<file path="src/rtl/blink_pkg.sv">
// Shared constants for the LED blink-rate sequencer and its decoder: rate codes,
// decoder state encodings, default half-periods and the interval classifier.
package blink_pkg;

   localparam int unsigned HALF0_DEF = 1250000;
   localparam int unsigned HALF1_DEF = 2500000;
   localparam int unsigned HALF2_DEF = 5000000;

   typedef logic [1:0] rate_code_t;

   localparam rate_code_t RATE_C0      = 2'd0;
   localparam rate_code_t RATE_C1      = 2'd1;
   localparam rate_code_t RATE_C2      = 2'd2;
   localparam rate_code_t RATE_INVALID = 2'd3;

   localparam logic [1:0] SEARCH  = 2'd0;
   localparam logic [1:0] MEASURE = 2'd1;
   localparam logic [1:0] LOCKED  = 2'd2;

   // |meas - half| <= half >> tol_shift, written without an unsigned underflow
   function automatic logic in_window(input int unsigned meas, input int unsigned half,
                                      input int unsigned tol_shift);
      int unsigned tol;
      tol = half >> tol_shift;
      return ((meas + tol) >= half) && (meas <= (half + tol));
   endfunction

   // Lowest code wins when windows overlap
   function automatic rate_code_t classify(input int unsigned meas, input int unsigned h0,
                                           input int unsigned h1, input int unsigned h2,
                                           input int unsigned tol_shift);
      if (in_window(meas, h0, tol_shift)) return RATE_C0;
      if (in_window(meas, h1, tol_shift)) return RATE_C1;
      if (in_window(meas, h2, tol_shift)) return RATE_C2;
      return RATE_INVALID;
   endfunction

endpackage

</file>
<file path="src/rtl/blink_rate_decoder_if.sv">
// Monitored blink line and decoded rate status; slave is the decoder side.
interface blink_rate_decoder_if;
   import blink_pkg::*;

   logic       led_in;
   rate_code_t rate_code;
   logic       rate_valid;
   logic       rate_change;
   logic       idle;

   modport master (output led_in, input rate_code, input rate_valid, input rate_change, input idle);
   modport slave  (input led_in, output rate_code, output rate_valid, output rate_change, output idle);

endinterface

</file>
<file path="src/rtl/blink_edge_sync.sv">
// Synchronizes the asynchronous blink line and emits a one-cycle registered edge pulse.
// With BLINK_DEC_GLITCH_FILTER_EN a level must hold GLITCH_CYCLES cycles before it counts.
module blink_edge_sync
`ifdef BLINK_DEC_GLITCH_FILTER_EN
#(
   parameter int unsigned GLITCH_CYCLES = 16
)
`endif
(
   input  logic clk,
   input  logic rst_n,
   input  logic led_in,
   output logic edge_pulse
);

   logic sync1_q;
   logic sync2_q;
   logic level_c;
   logic level_q;

   always_ff @(posedge clk or negedge rst_n) begin
      if (!rst_n) begin
         sync1_q <= 1'b0;
         sync2_q <= 1'b0;
      end else begin
         sync1_q <= led_in;
         sync2_q <= sync1_q;
      end
   end

`ifdef BLINK_DEC_GLITCH_FILTER_EN
   localparam int unsigned GW = $clog2(GLITCH_CYCLES + 1);

   logic [GW-1:0] stable_cnt_q;
   logic          filt_q;

   // Accept a new level only after GLITCH_CYCLES consecutive differing samples
   always_ff @(posedge clk or negedge rst_n) begin
      if (!rst_n) begin
         stable_cnt_q <= '0;
         filt_q       <= 1'b0;
      end else if (sync2_q == filt_q) begin
         stable_cnt_q <= '0;
      end else if (stable_cnt_q == GW'(GLITCH_CYCLES - 1)) begin
         stable_cnt_q <= '0;
         filt_q       <= sync2_q;
      end else begin
         stable_cnt_q <= GW'(stable_cnt_q + GW'(1));
      end
   end

   assign level_c = filt_q;
`else
   assign level_c = sync2_q;
`endif

   always_ff @(posedge clk or negedge rst_n) begin
      if (!rst_n) begin
         level_q    <= 1'b0;
         edge_pulse <= 1'b0;
      end else begin
         level_q    <= level_c;
         edge_pulse <= level_c ^ level_q;
      end
   end

endmodule

</file>
<file path="src/rtl/blink_rate_decoder.sv">
// Measures the toggle interval of a blink line, classifies it into a rate code and
// reports a locked rate once LOCK_COUNT consecutive intervals agree. Optional input
// glitch filter: BLINK_DEC_GLITCH_FILTER_EN.
module blink_rate_decoder
   import blink_pkg::*;
#(
   parameter int unsigned HALF0         = HALF0_DEF,
   parameter int unsigned HALF1         = HALF1_DEF,
   parameter int unsigned HALF2         = HALF2_DEF,
   parameter int unsigned TOL_SHIFT     = 4,
   parameter int unsigned LOCK_COUNT    = 4,
   parameter int unsigned TIMEOUT       = 10000000,
   parameter int unsigned CNT_W         = 26,
   parameter int unsigned GLITCH_CYCLES = 16
) (
   input logic                 clk,
   input logic                 rst_n,
   blink_rate_decoder_if.slave blink
);

   localparam int unsigned MW = $clog2(LOCK_COUNT + 1);

   logic             edge_pulse;
   logic [CNT_W-1:0] cnt_q;
   logic [1:0]       state_q, state_d;
   rate_code_t       cand_q, cand_d;
   rate_code_t       code_q, code_d;
   logic [MW-1:0]    match_q, match_d;
   logic             change_d;
   logic             valid_q, change_q, idle_q;
   rate_code_t       cls_c;
   logic             timeout_c;

`ifdef BLINK_DEC_GLITCH_FILTER_EN
   blink_edge_sync #(.GLITCH_CYCLES(GLITCH_CYCLES)) u_edge_sync (
      .clk       (clk),
      .rst_n     (rst_n),
      .led_in    (blink.led_in),
      .edge_pulse(edge_pulse)
   );
`else
   blink_edge_sync u_edge_sync (
      .clk       (clk),
      .rst_n     (rst_n),
      .led_in    (blink.led_in),
      .edge_pulse(edge_pulse)
   );

   if (GLITCH_CYCLES == 0) begin : g_bad_glitch_cfg
      $error("GLITCH_CYCLES must be nonzero");
   end
`endif

   // The interval just ended is the counter value at the edge
   assign cls_c     = classify(32'(cnt_q), HALF0, HALF1, HALF2, TOL_SHIFT);
   assign timeout_c = !edge_pulse && (cnt_q == CNT_W'(TIMEOUT));

   always_ff @(posedge clk or negedge rst_n) begin
      if (!rst_n) begin
         cnt_q <= '0;
      end else if (edge_pulse) begin
         cnt_q <= CNT_W'(1);
      end else if (cnt_q != CNT_W'(TIMEOUT)) begin
         cnt_q <= cnt_q + CNT_W'(1);
      end
   end

   always_ff @(posedge clk or negedge rst_n) begin
      if (!rst_n) begin
         state_q <= SEARCH;
         cand_q  <= RATE_INVALID;
         match_q <= '0;
      end else begin
         state_q <= state_d;
         cand_q  <= cand_d;
         match_q <= match_d;
      end
   end

   always_comb begin
      state_d  = state_q;
      cand_d   = cand_q;
      match_d  = match_q;
      code_d   = code_q;
      change_d = 1'b0;
      if (edge_pulse) begin
         case (state_q)
            SEARCH: begin
               state_d = MEASURE;
            end
            MEASURE: begin
               if (cls_c == RATE_INVALID) begin
                  cand_d  = RATE_INVALID;
                  match_d = '0;
               end else if (cls_c == cand_q) begin
                  match_d = MW'(match_q + MW'(1));
               end else begin
                  cand_d  = cls_c;
                  match_d = MW'(1);
               end
               if ((cls_c != RATE_INVALID) && (match_d >= MW'(LOCK_COUNT))) begin
                  state_d  = LOCKED;
                  code_d   = cand_d;
                  change_d = 1'b1;
               end
            end
            LOCKED: begin
               if (cls_c == RATE_INVALID) begin
                  state_d = MEASURE;
                  cand_d  = RATE_INVALID;
                  match_d = '0;
               end else if (cls_c != cand_q) begin
                  state_d = MEASURE;
                  cand_d  = cls_c;
                  match_d = MW'(1);
               end
            end
            default: begin
               state_d = SEARCH;
               match_d = '0;
            end
         endcase
      end else if (timeout_c) begin
         state_d = SEARCH;
         match_d = '0;
      end
   end

   always_ff @(posedge clk or negedge rst_n) begin
      if (!rst_n) begin
         code_q   <= RATE_C0;
         valid_q  <= 1'b0;
         change_q <= 1'b0;
         idle_q   <= 1'b1;
      end else begin
         code_q   <= code_d;
         valid_q  <= (state_d == LOCKED);
         change_q <= change_d;
         idle_q   <= (state_d == SEARCH);
      end
   end

   assign blink.rate_code   = code_q;
   assign blink.rate_valid  = valid_q;
   assign blink.rate_change = change_q;
   assign blink.idle        = idle_q;

endmodule
</file>
<file path="src/flat_wrapper.sv">
// flat-port wrapper written by rule: the top's interface ports become plain ports
module blink_rate_decoder_flat import blink_pkg::*;
#(
   parameter int unsigned HALF0         = HALF0_DEF,
   parameter int unsigned HALF1         = HALF1_DEF,
   parameter int unsigned HALF2         = HALF2_DEF,
   parameter int unsigned TOL_SHIFT     = 4,
   parameter int unsigned LOCK_COUNT    = 4,
   parameter int unsigned TIMEOUT       = 10000000,
   parameter int unsigned CNT_W         = 26,
   parameter int unsigned GLITCH_CYCLES = 16
)
  (clk, rst_n, blink_led_in, blink_rate_code, blink_rate_valid, blink_rate_change, blink_idle);
  blink_rate_decoder_if blink_i ();
  input logic clk;
  input logic rst_n;
  input wire logic [$bits(blink_i.led_in)-1:0] blink_led_in;
  output wire logic [$bits(blink_i.rate_code)-1:0] blink_rate_code;
  output wire logic [$bits(blink_i.rate_valid)-1:0] blink_rate_valid;
  output wire logic [$bits(blink_i.rate_change)-1:0] blink_rate_change;
  output wire logic [$bits(blink_i.idle)-1:0] blink_idle;
  assign blink_i.led_in = blink_led_in;
  assign blink_rate_code = blink_i.rate_code;
  assign blink_rate_valid = blink_i.rate_valid;
  assign blink_rate_change = blink_i.rate_change;
  assign blink_idle = blink_i.idle;
  blink_rate_decoder #(.HALF0(HALF0), .HALF1(HALF1), .HALF2(HALF2), .TOL_SHIFT(TOL_SHIFT), .LOCK_COUNT(LOCK_COUNT), .TIMEOUT(TIMEOUT), .CNT_W(CNT_W), .GLITCH_CYCLES(GLITCH_CYCLES)) u_core (.clk(clk), .rst_n(rst_n), .blink(blink_i));
endmodule
</file>
<file path="config.mk">
export PLATFORM = sky130hd
export DESIGN_NAME = blink_rate_decoder_flat
export DESIGN_NICKNAME = d
export VERILOG_FILES = /design/src/rtl/blink_pkg.sv /design/src/rtl/blink_rate_decoder_if.sv /design/src/rtl/blink_edge_sync.sv /design/src/rtl/blink_rate_decoder.sv /design/src/flat_wrapper.sv
export SDC_FILE = /design/constraint.sdc
export NUM_CORES = 1
export LEC_CHECK = 0
export ABC_AREA = 1
export ABC_CLOCK_PERIOD_IN_PS = 2750
export CORE_ASPECT_RATIO = 1.75
export CORE_UTILIZATION = 42
export CTS_BUF_LIST = sky130_fd_sc_hd__clkbuf_8
export CTS_CLUSTER_SIZE = 28
export DETAILED_ROUTE_END_ITERATION = 10
export GPL_ROUTABILITY_DRIVEN = 0
export SYNTH_ARGS = -nofsm -noshare
export SYNTH_HDL_FRONTEND = slang
export SYNTH_SLANG_ARGS = --single-unit
export TNS_END_PERCENT = 20
</file>
<file path="constraint.sdc">
create_clock -name clk -period 2.75 [get_ports clk]
set_input_delay 0.55 -clock clk [delete_from_list [all_inputs] [get_ports clk]]
set_output_delay 0.55 -clock clk [all_outputs]
set_load 0.01 [all_outputs]
</file>
==> flow_summary.ini, run 1 <==
[routing]
wire_per_inst_um = 18.59
vias = 6918
drt-initial-drc-count = 637
firstDrtPassIters = 9
wl_um = 22990
drc_errors = 0
ant_nets = 0
vias_per_cell = 5.593

[logic_synthesis]
synth_cells = 875
synth-main-ff-cell = dfrtp_1
ys_ff_latch = 42
yosysTopAreaCellShare = 0.1933
synthArstFlopShare = 1.000
synthTopCellsByArea = dfrtp_1 (19%), nand2_1 (19%), nand3_1 (9.7%)
synth_top_cell_by_area = dfrtp_1
synth_most_common_cell = nand2_1
ys_seq_area_frac = 0.2089
synth-edff-count = 0
synthesis.nets = 886
yosys.cell_types.count = 46
netlist_area_um2 = 5050
yosys-top-cells-count = nand2_1 (251), nor2_1 (106), inv_1 (98), nand3_1 (98), dfrtp_1 (39)
syn_avg_cell_area_um2 = 5.771
yosys_warnings = 0

[power]
ir_drop_mv = 0.2477
p_total_mw = 1.931
p_comb_frac = 0.283
power_density_nw_per_um2 = 258.0
power_frac_seq = 0.380
p_int_mw = 1.279
power_frac_clock = 0.338
power_switching_mw = 0.6523
swShare = 0.3378
p_leak_nw = 3.869

[cells_and_area]
fin_nets = 1112
nFillCells = 1106
final_cells = 1237
diodes = 0
syn_to_final_growth_pct = 48.24
layout-drive-gt1-share = 0.3884
multiInputGateArea_um2 = 3741
seq_area_um2 = 1071

[global_route]
grt_max_degree = 24
grt_pass1_vias = 6714
gr-usage-met1 = 0.3481
grtUsageMet2 = 0.6663
grt_usage = 0.3692
gr-usage-met3 = 0.05169
grt_overflow_total = 0
antenna_found_initial = 0
grt_busiest_layer = met2
grt_pass1_wl_um = 34360

[sta]
setup_viol = 12
rsz0062_at_grt = true
timing.final.ws_setup_ps = -232.8
fin_crit_sh = 1.085
period_minus_slack_ps = 2983
hold_viol = 0
max_freq_mhz = 335.3
fin_skew_ps = 14.69
timing.final.max_slew_violations = 0
hold_slack_ps = 227.4
maxSlewHeadroom = 0.5654
worst_pin_slew_ps = 651.9

[clock_tree]
insertion_delay_ps = 330
cts-root-buf = clkbuf_8
cts_tree = yes
cts_num_sinks = 42
htree_num_levels = 2
clk_pin_slew_worst_paths_ps = 110
cts_buffer_depth = 2
cts-buffers-inserted = 5

[setup_path]
cp.depth = 20
critPathTopFamily = simple AND/OR/NAND/NOR gates
crit_start = u_core.cnt_q[13]$_DFFE_PN0N_
crit_buf_inv = 6
slowest_stage = dfrtp_2
timing.rr.end = u_core.blink.rate_code[0]$_DFFE_PN0P_
crit_required_ps = 2970
slowest_delay_ps = 480
end_kind = flip-flop
worst_ep_arrival_time_ps = 3200
r2r_cells = 20
crit_path_cell_trace = buf_6 -> nor2_4 -> buf_4 -> buf_4 -> buf_4 -> inv_1 -> nor2_2 -> o211ai_1 -> nand3_1 -> o211ai_1 -> a31oi_1 -> nand2_2 -> nand3_2 -> nand2_2 -> nor2_4 -> nand4_1 -> clkinv_2 -> nand2_4 -> nand2_2 -> o21ai_2
r2r_slack_ps = -230
crit_path_max_fanout = 7
r2r-start = u_core.cnt_q[13]$_DFFE_PN0N_
crit_type = flip-flop to flip-flop
worstSetupEndpoint = u_core.blink.rate_code[0]$_DFFE_PN0P_
startpoint_type = flip-flop

[run_status]
violations = negative setup slack
status = finished, violations left

[place]
place_inst = 1200
dp_hpwl_um = 18490
dp_slack_ps = -268.0
portBuffers = 7

[flow_run]
max_cap_violations = 0

[hold_path]
hold_path_class = input pin to async pin

[floorplanning]
initial_core_util = 0.4336
die_h_um = 147.1
die_x_um = 84.89
fp-row-count = 52
dieArea_um2 = 12480
core_area_um2 = 11650
io_pins = 8
registers in the layout (all words and copies together), names as in the netlist, 2 cells and up:
signal / cells
u_core.blink.rate_code: 2
u_core.cnt_q: 26
u_core.state_q: 2
u_core.cand_q: 2
u_core.match_q: 3
stage by stage:
step                TNS, ps  instance area (um^2)  utilization
finish                -1886                  7486       0.6428
global route          -3592                  7486       0.6428
CTS                  -421.7                  7141       0.6131
detailed placement    -2201                  6715       0.5766
global placement      -1883                  6715       0.5766
floorplan                 0                  5050            -
cells in the final DEF, fill, tap and decap left out, types with 4 or more instances in the layout:
cell | netlist | layout
nor3_1 | 18 | 16
nor2_2 | 14 | 26
a21oi_2 | 2 | 7
clkdlybuf4s50_1 | 0 | 6
nand3_1 | 98 | 86
nand3_4 | 0 | 4
inv_2 | 16 | 21
o21ai_2 | 1 | 4
o21ai_0 | 38 | 33
dfrtp_2 | 0 | 13
a21oi_1 | 33 | 26
nor2_4 | 4 | 12
inv_1 | 98 | 92
nand2_2 | 26 | 51
ha_1 | 8 | 7
nand2_4 | 3 | 7
dfrtp_1 | 39 | 26
o21ai_1 | 8 | 10
o211ai_1 | 4 | 4
buf_4 | 12 | 229
nor2_1 | 106 | 86
nor4_1 | 5 | 5
nand4_1 | 30 | 30
a31oi_1 | 4 | 4
nand3_2 | 6 | 14
buf_6 | 3 | 6
clkbuf_8 | 0 | 5
nand2_1 | 251 | 221
xor2_1 | 12 | 12
cell families after synthesis:
logic type               after synthesis  share of synthesized area
buffers and inverters                145                     0.1241
XOR/XNOR                              13                    0.02255
AO/OA/AOI/OAI                        100                     0.1130
flip-flops                            42                     0.2089
adder cells (fa/ha/maj)                8                    0.01982
AND/OR/NAND/NOR                      567                     0.5116
layer usage:
layer | vias to the layer above | wire [um]
li1 | 3291 | -
met1 | 3065 | 7360
met2 | 378 | 11470
met3 | 184 | 1495
met4 | 0 | 2668
met5 | - | 0
area by class of cell:
cell class	count	share of cell area
multi-input cells	688	0.4997
flip-flops and latches	42	0.1431
repair buffers	245	0.2554
clock buffers	5	0.009193
well taps	135	0.02256
inverters	119	0.06084
clock inverters	3	0.009193
timing repair:
item / 4_1_cts / 5_1_grt
hold buffers: 0 / 0
pin swaps: 24 / 43
buffers inserted: 11 / 18
endpoints found under the setup margin: 12 / 16
gates resized for setup: 66 / 64
power groups by stage:
stage	Clock [mW]	Sequential [mW]	Combinational, mW
floorplan	0	0.716	0.276
global placement	0	0.740	0.470
detailed placement	0	0.741	0.472
CTS	0.654	0.730	0.503
global route	0.676	0.737	0.593
finish	0.652	0.733	0.546
how the worst min path moves through the flow:
stage	start	endpoint	slack, ps	depth (start not counted)
final	rst_n	u_core.cnt_q[19]$_DFFE_PN0N_	230	1
after global routing	rst_n	u_core.cnt_q[19]$_DFFE_PN0N_	280	1
after CTS	rst_n	u_core.cnt_q[25]$_DFFE_PN0N_	250	1
after detailed placement	u_core.u_edge_sync.sync1_q$_DFF_PN0_	u_core.u_edge_sync.level_c$_DFF_PN0_	340	0
after global placement	u_core.u_edge_sync.sync1_q$_DFF_PN0_	u_core.u_edge_sync.level_c$_DFF_PN0_	350	0
after floorplan	rst_n	u_core.blink.rate_change$_DFF_PN0_	250	0
Power figures use the tool's default switching activity.
==> run 2, diff against run 1 <==
--- a/config.mk
+++ b/config.mk
@@ -8,11 +8,12 @@
 export ABC_AREA = 1
 export ABC_CLOCK_PERIOD_IN_PS = 2750
 export CORE_ASPECT_RATIO = 1.75
-export CORE_UTILIZATION = 42
+export CORE_UTILIZATION = 50
 export CTS_BUF_LIST = sky130_fd_sc_hd__clkbuf_8
 export CTS_CLUSTER_SIZE = 28
 export DETAILED_ROUTE_END_ITERATION = 10
 export GPL_ROUTABILITY_DRIVEN = 0
+export PLACE_DENSITY = 0.66
 export SYNTH_ARGS = -nofsm -noshare
 export SYNTH_HDL_FRONTEND = slang
 export SYNTH_SLANG_ARGS = --single-unit
==> run 2 against run 1 <==
  * The run now fails in 5_1_grt
  * Synthesized area did not move
  * Synthesized cell count unchanged
==> flow_summary.ini, run 2 <==
[run_status]
status = stopped before the end
lastStage = 5_1_grt
error = [ERROR GRT-0232] Routing congestion too high. Check the congestion heatmap in the GUI.

[clock_tree]
cts-buffers-inserted = 5
cts-root-buf = clkbuf_8
cts_buffer_depth = 2
cts_num_sinks = 42
htree_num_levels = 2

[global_route]
grt_usage = 0.6123
grt_overflow_total = 6
grt_max_degree = 23

[logic_synthesis]
syn_avg_cell_area_um2 = 5.771
synth-main-ff-cell = dfrtp_1
yosys-top-cells-count = nand2_1 (251), nor2_1 (106), inv_1 (98), nand3_1 (98), dfrtp_1 (39)
synthesis.nets = 886
yosys.cell_types.count = 46
ys_ff_latch = 42
yosys_warnings = 0
yosysTopAreaCellShare = 0.1933
netlist_area_um2 = 5050
synth_cells = 875
synth_most_common_cell = nand2_1
synth_top_cell_by_area = dfrtp_1
synthTopCellsByArea = dfrtp_1 (19%), nand2_1 (19%), nand3_1 (9.7%)
synth-edff-count = 0
synthArstFlopShare = 1.000
ys_seq_area_frac = 0.2089

[floorplanning]
fp-row-count = 48
io_pins = 8
die_x_um = 77.97
initial_core_util = 0.5127
die_h_um = 134.9

[place]
placed_cell_area_um2 = 6402
dp_hpwl_um = 17820
portBuffers = 7

[sta]
worst-endpoint-pin-kind = register data pin
crit_endpoint = u_core.blink.rate_code[0]$_DFFE_PN0P_/D
## run 2: cell counts after synthesis
No cell type changed its count.
## run 2: per-layer routing
layer | overflow | global-route usage
met5 | 0 | 0
met4 | 4 | 0.6698
met3 | 0 | 0.3216
met2 | 2 | 0.8933
met1 | 0 | 0.5811
## run 2: kinds of logic after synthesis
kind of cell,after synthesis,share of synthesized area
flops,42,0.2089
xor+xnor,13,0.02255
buf+inv,145,0.1241
simple gates,567,0.5116
fa+ha+maj,8,0.01982
compound gates,100,0.1130
## run 2: through the flow
step                instances  setup WS, ps
CTS                      1200        -24.50
detailed placement       1155        -293.8
global placement         1155        -221.8
floorplan                 875         231.4
## run 2: what timing repair did
action                     CTS
buffers inserted            38
gates resized for setup    180
pin swaps                   71
setup endpoints to repair   14
cloned                       0
hold buffers                 0
==> run 3, diff against run 2 <==
--- a/config.mk
+++ b/config.mk
@@ -7,13 +7,10 @@
 export LEC_CHECK = 0
 export ABC_AREA = 1
 export ABC_CLOCK_PERIOD_IN_PS = 2750
-export CORE_ASPECT_RATIO = 1.75
-export CORE_UTILIZATION = 50
-export CTS_BUF_LIST = sky130_fd_sc_hd__clkbuf_8
-export CTS_CLUSTER_SIZE = 28
+export CORE_UTILIZATION = 35
 export DETAILED_ROUTE_END_ITERATION = 10
 export GPL_ROUTABILITY_DRIVEN = 0
-export PLACE_DENSITY = 0.66
+export PLACE_DENSITY_LB_ADDON = 0.15
 export SYNTH_ARGS = -nofsm -noshare
 export SYNTH_HDL_FRONTEND = slang
 export SYNTH_SLANG_ARGS = --single-unit
==> run 3 against run 2 <==
  * The flow now finishes, with violations (negative setup slack)
==> flow_summary.ini, run 3 (synthesis results as in run 1) <==
[power]
p_comb_frac = 0.262
p_total_mw = 2.081
power_frac_clock = 0.386
p_leak_nw = 4.007
swShare = 0.3143
power_switching_mw = 0.6540
ir_drop_mv = 0.2946
power_density_nw_per_um2 = 264.7
p_int_mw = 1.427
power_frac_seq = 0.351

[setup_path]
crit_type = flip-flop to flip-flop
r2r_slack_ps = -100
crit_required_ps = 2940
startpoint_type = flip-flop
worst_ep_arrival_time_ps = 3030
crit_start = u_core.cnt_q[16]$_DFFE_PN0N_
crit_path_max_fanout = 6
end_kind = flip-flop
r2r-start = u_core.cnt_q[16]$_DFFE_PN0N_

[clock_tree]
clk_pin_slew_worst_paths_ps = 70
cts_buffer_depth = 2
cts_num_sinks = 42
cts-root-buf = clkbuf_16
insertion_delay_ps = 290
htree_num_levels = 2
cts-buffers-inserted = 5
holdBufCountCts = 0
cts_tree = yes

[sta]
fin_tns_setup_ps = -429.4
period_minus_slack_ps = 2848
rsz0062_at_grt = true
hold_slack_ps = 137.9
setup_viol = 9
worst_pin_slew_ps = 587.0
max_freq_mhz = 351.2
hold_viol = 0
fin_skew_ps = 3.224
maxSlewHeadroom = 0.6086
timing.final.ws_setup_ps = -97.78
timing.final.max_slew_violations = 0
fin_crit_sh = 1.036

[floorplanning]
initial_core_util = 0.3610
core_area_um2 = 13990
die_x_um = 122.1
fp-row-count = 43
io_pins = 8
die_h_um = 122.1
dieArea_um2 = 14910

[cells_and_area]
reg_top3 = u_core.cnt_q: 26 flops, u_core.match_q: 3 flops
regMostFlops = u_core.cnt_q
diodes = 0
nFillCells = 1413
layout_common_cells = buf_4 (212), nand2_1 (197), inv_1 (83)
largest_reg_flops = 26
final_cells = 1271
final_common_cell = buf_4
fin_nets = 1101
syn_to_final_growth_pct = 55.67
layout-drive-gt1-share = 0.4418
postLayoutCoreUtil = 0.5620
final_area_um2 = 7861

[routing]
vias_per_cell = 5.203
drt-initial-drc-count = 616
wire_per_inst_um = 16.62
vias = 6613
drc_errors = 0
ant_nets = 0
firstDrtPassIters = 6
wl_um = 21120

[global_route]
antenna_found_initial = 0
grt_max_degree = 33
grt_overflow_total = 0
grt_usage = 0.2874
grt_pass1_wl_um = 32270
grt_pass1_vias = 6122

[place]
dp_slack_ps = -219.1
dp_hpwl_um = 16700
placed_cell_area_um2 = 6649
place_inst = 1232
portBuffers = 7

[flow_run]
max_cap_violations = 0

[run_status]
status = finished, violations left
violations = negative setup slack

[hold_path]
hold_path_class = input pin to async pin
==> run 3: path summary, 6_finish.rpt <==
check                                                        end  depth (start not counted)
max                        u_core.blink.rate_code[1]$_DFFE_PN0P_                         23
min                                  u_core.cnt_q[5]$_DFFE_PN0N_                          1
max reg2reg                u_core.blink.rate_code[1]$_DFFE_PN0P_                         23
min reg2reg                 u_core.u_edge_sync.level_c$_DFF_PN0_                          0
max in group asynchronous           u_core.cand_q[1]$_DFFE_PN1P_                          2
min in group clk            u_core.u_edge_sync.level_c$_DFF_PN0_                          0
==> run 3: layer usage <==
metal	global-route usage	up-vias	share of wire
met1	0.3837	3038	0.43
met2	0.4838	256	0.47
met3	0.03371	51	0.068
met5	0	-	0
met4	0.08460	0	0.030
li1	-	3268	-
==> run 3: power groups by stage <==
stage	combinational (mW)	clock (mW)	sequential (mW)
after detailed placement	0.466	0	0.734
final	0.546	0.803	0.731
after floorplan	0.276	0	0.716
after CTS	0.482	0.807	0.726
after global placement	0.469	0	0.734
after global routing	0.598	0.835	0.737
==> run 3: cell type report <==
class / count / area [um^2] / area share
clock buffers: 5 / 125.1 / 0.01592
inverters: 119 / 466.7 / 0.05937
repair buffers: 234 / 1843 / 0.2344
well taps: 180 / 225.2 / 0.02865
clock inverters: 3 / 68.82 / 0.008754
multi-input cells: 688 / 4054 / 0.5157
flip-flops and latches: 42 / 1079 / 0.1372
==> run 3: critical path, cell delays in order, from the launching register on <==
cell      delay (ps)
dfrtp_2          490
buf_4            160
nand2_2           60
inv_1             50
buf_4            130
nand2_1           80
nor2_1            60
a21oi_1          180
nand2_2          110
xor2_1           150
nor2_1            80
nand3_1           90
nor2_1           130
nand2_2           90
nand2_4          100
nand2_4           60
nand2_4           60
nand2_4           60
nor2_4           140
nand4_1          150
clkinv_2         100
nand2_4           60
nand2_1           80
o21ai_1           60
==> run 3: repair_timing <==
action,CTS,global route
setup endpoints to repair,12,14
gates resized for setup,99,138
pin swaps,38,50
setup buffers,14,18
==> run 4, diff against run 3 <==
--- a/config.mk
+++ b/config.mk
@@ -8,6 +8,7 @@
 export ABC_AREA = 1
 export ABC_CLOCK_PERIOD_IN_PS = 2750
 export CORE_UTILIZATION = 35
+export CTS_CLUSTER_SIZE = 20
 export DETAILED_ROUTE_END_ITERATION = 10
 export GPL_ROUTABILITY_DRIVEN = 0
 export PLACE_DENSITY_LB_ADDON = 0.15
==> results of run 4 <==
Final layout, timing and power as in run 3 (identical DEF).
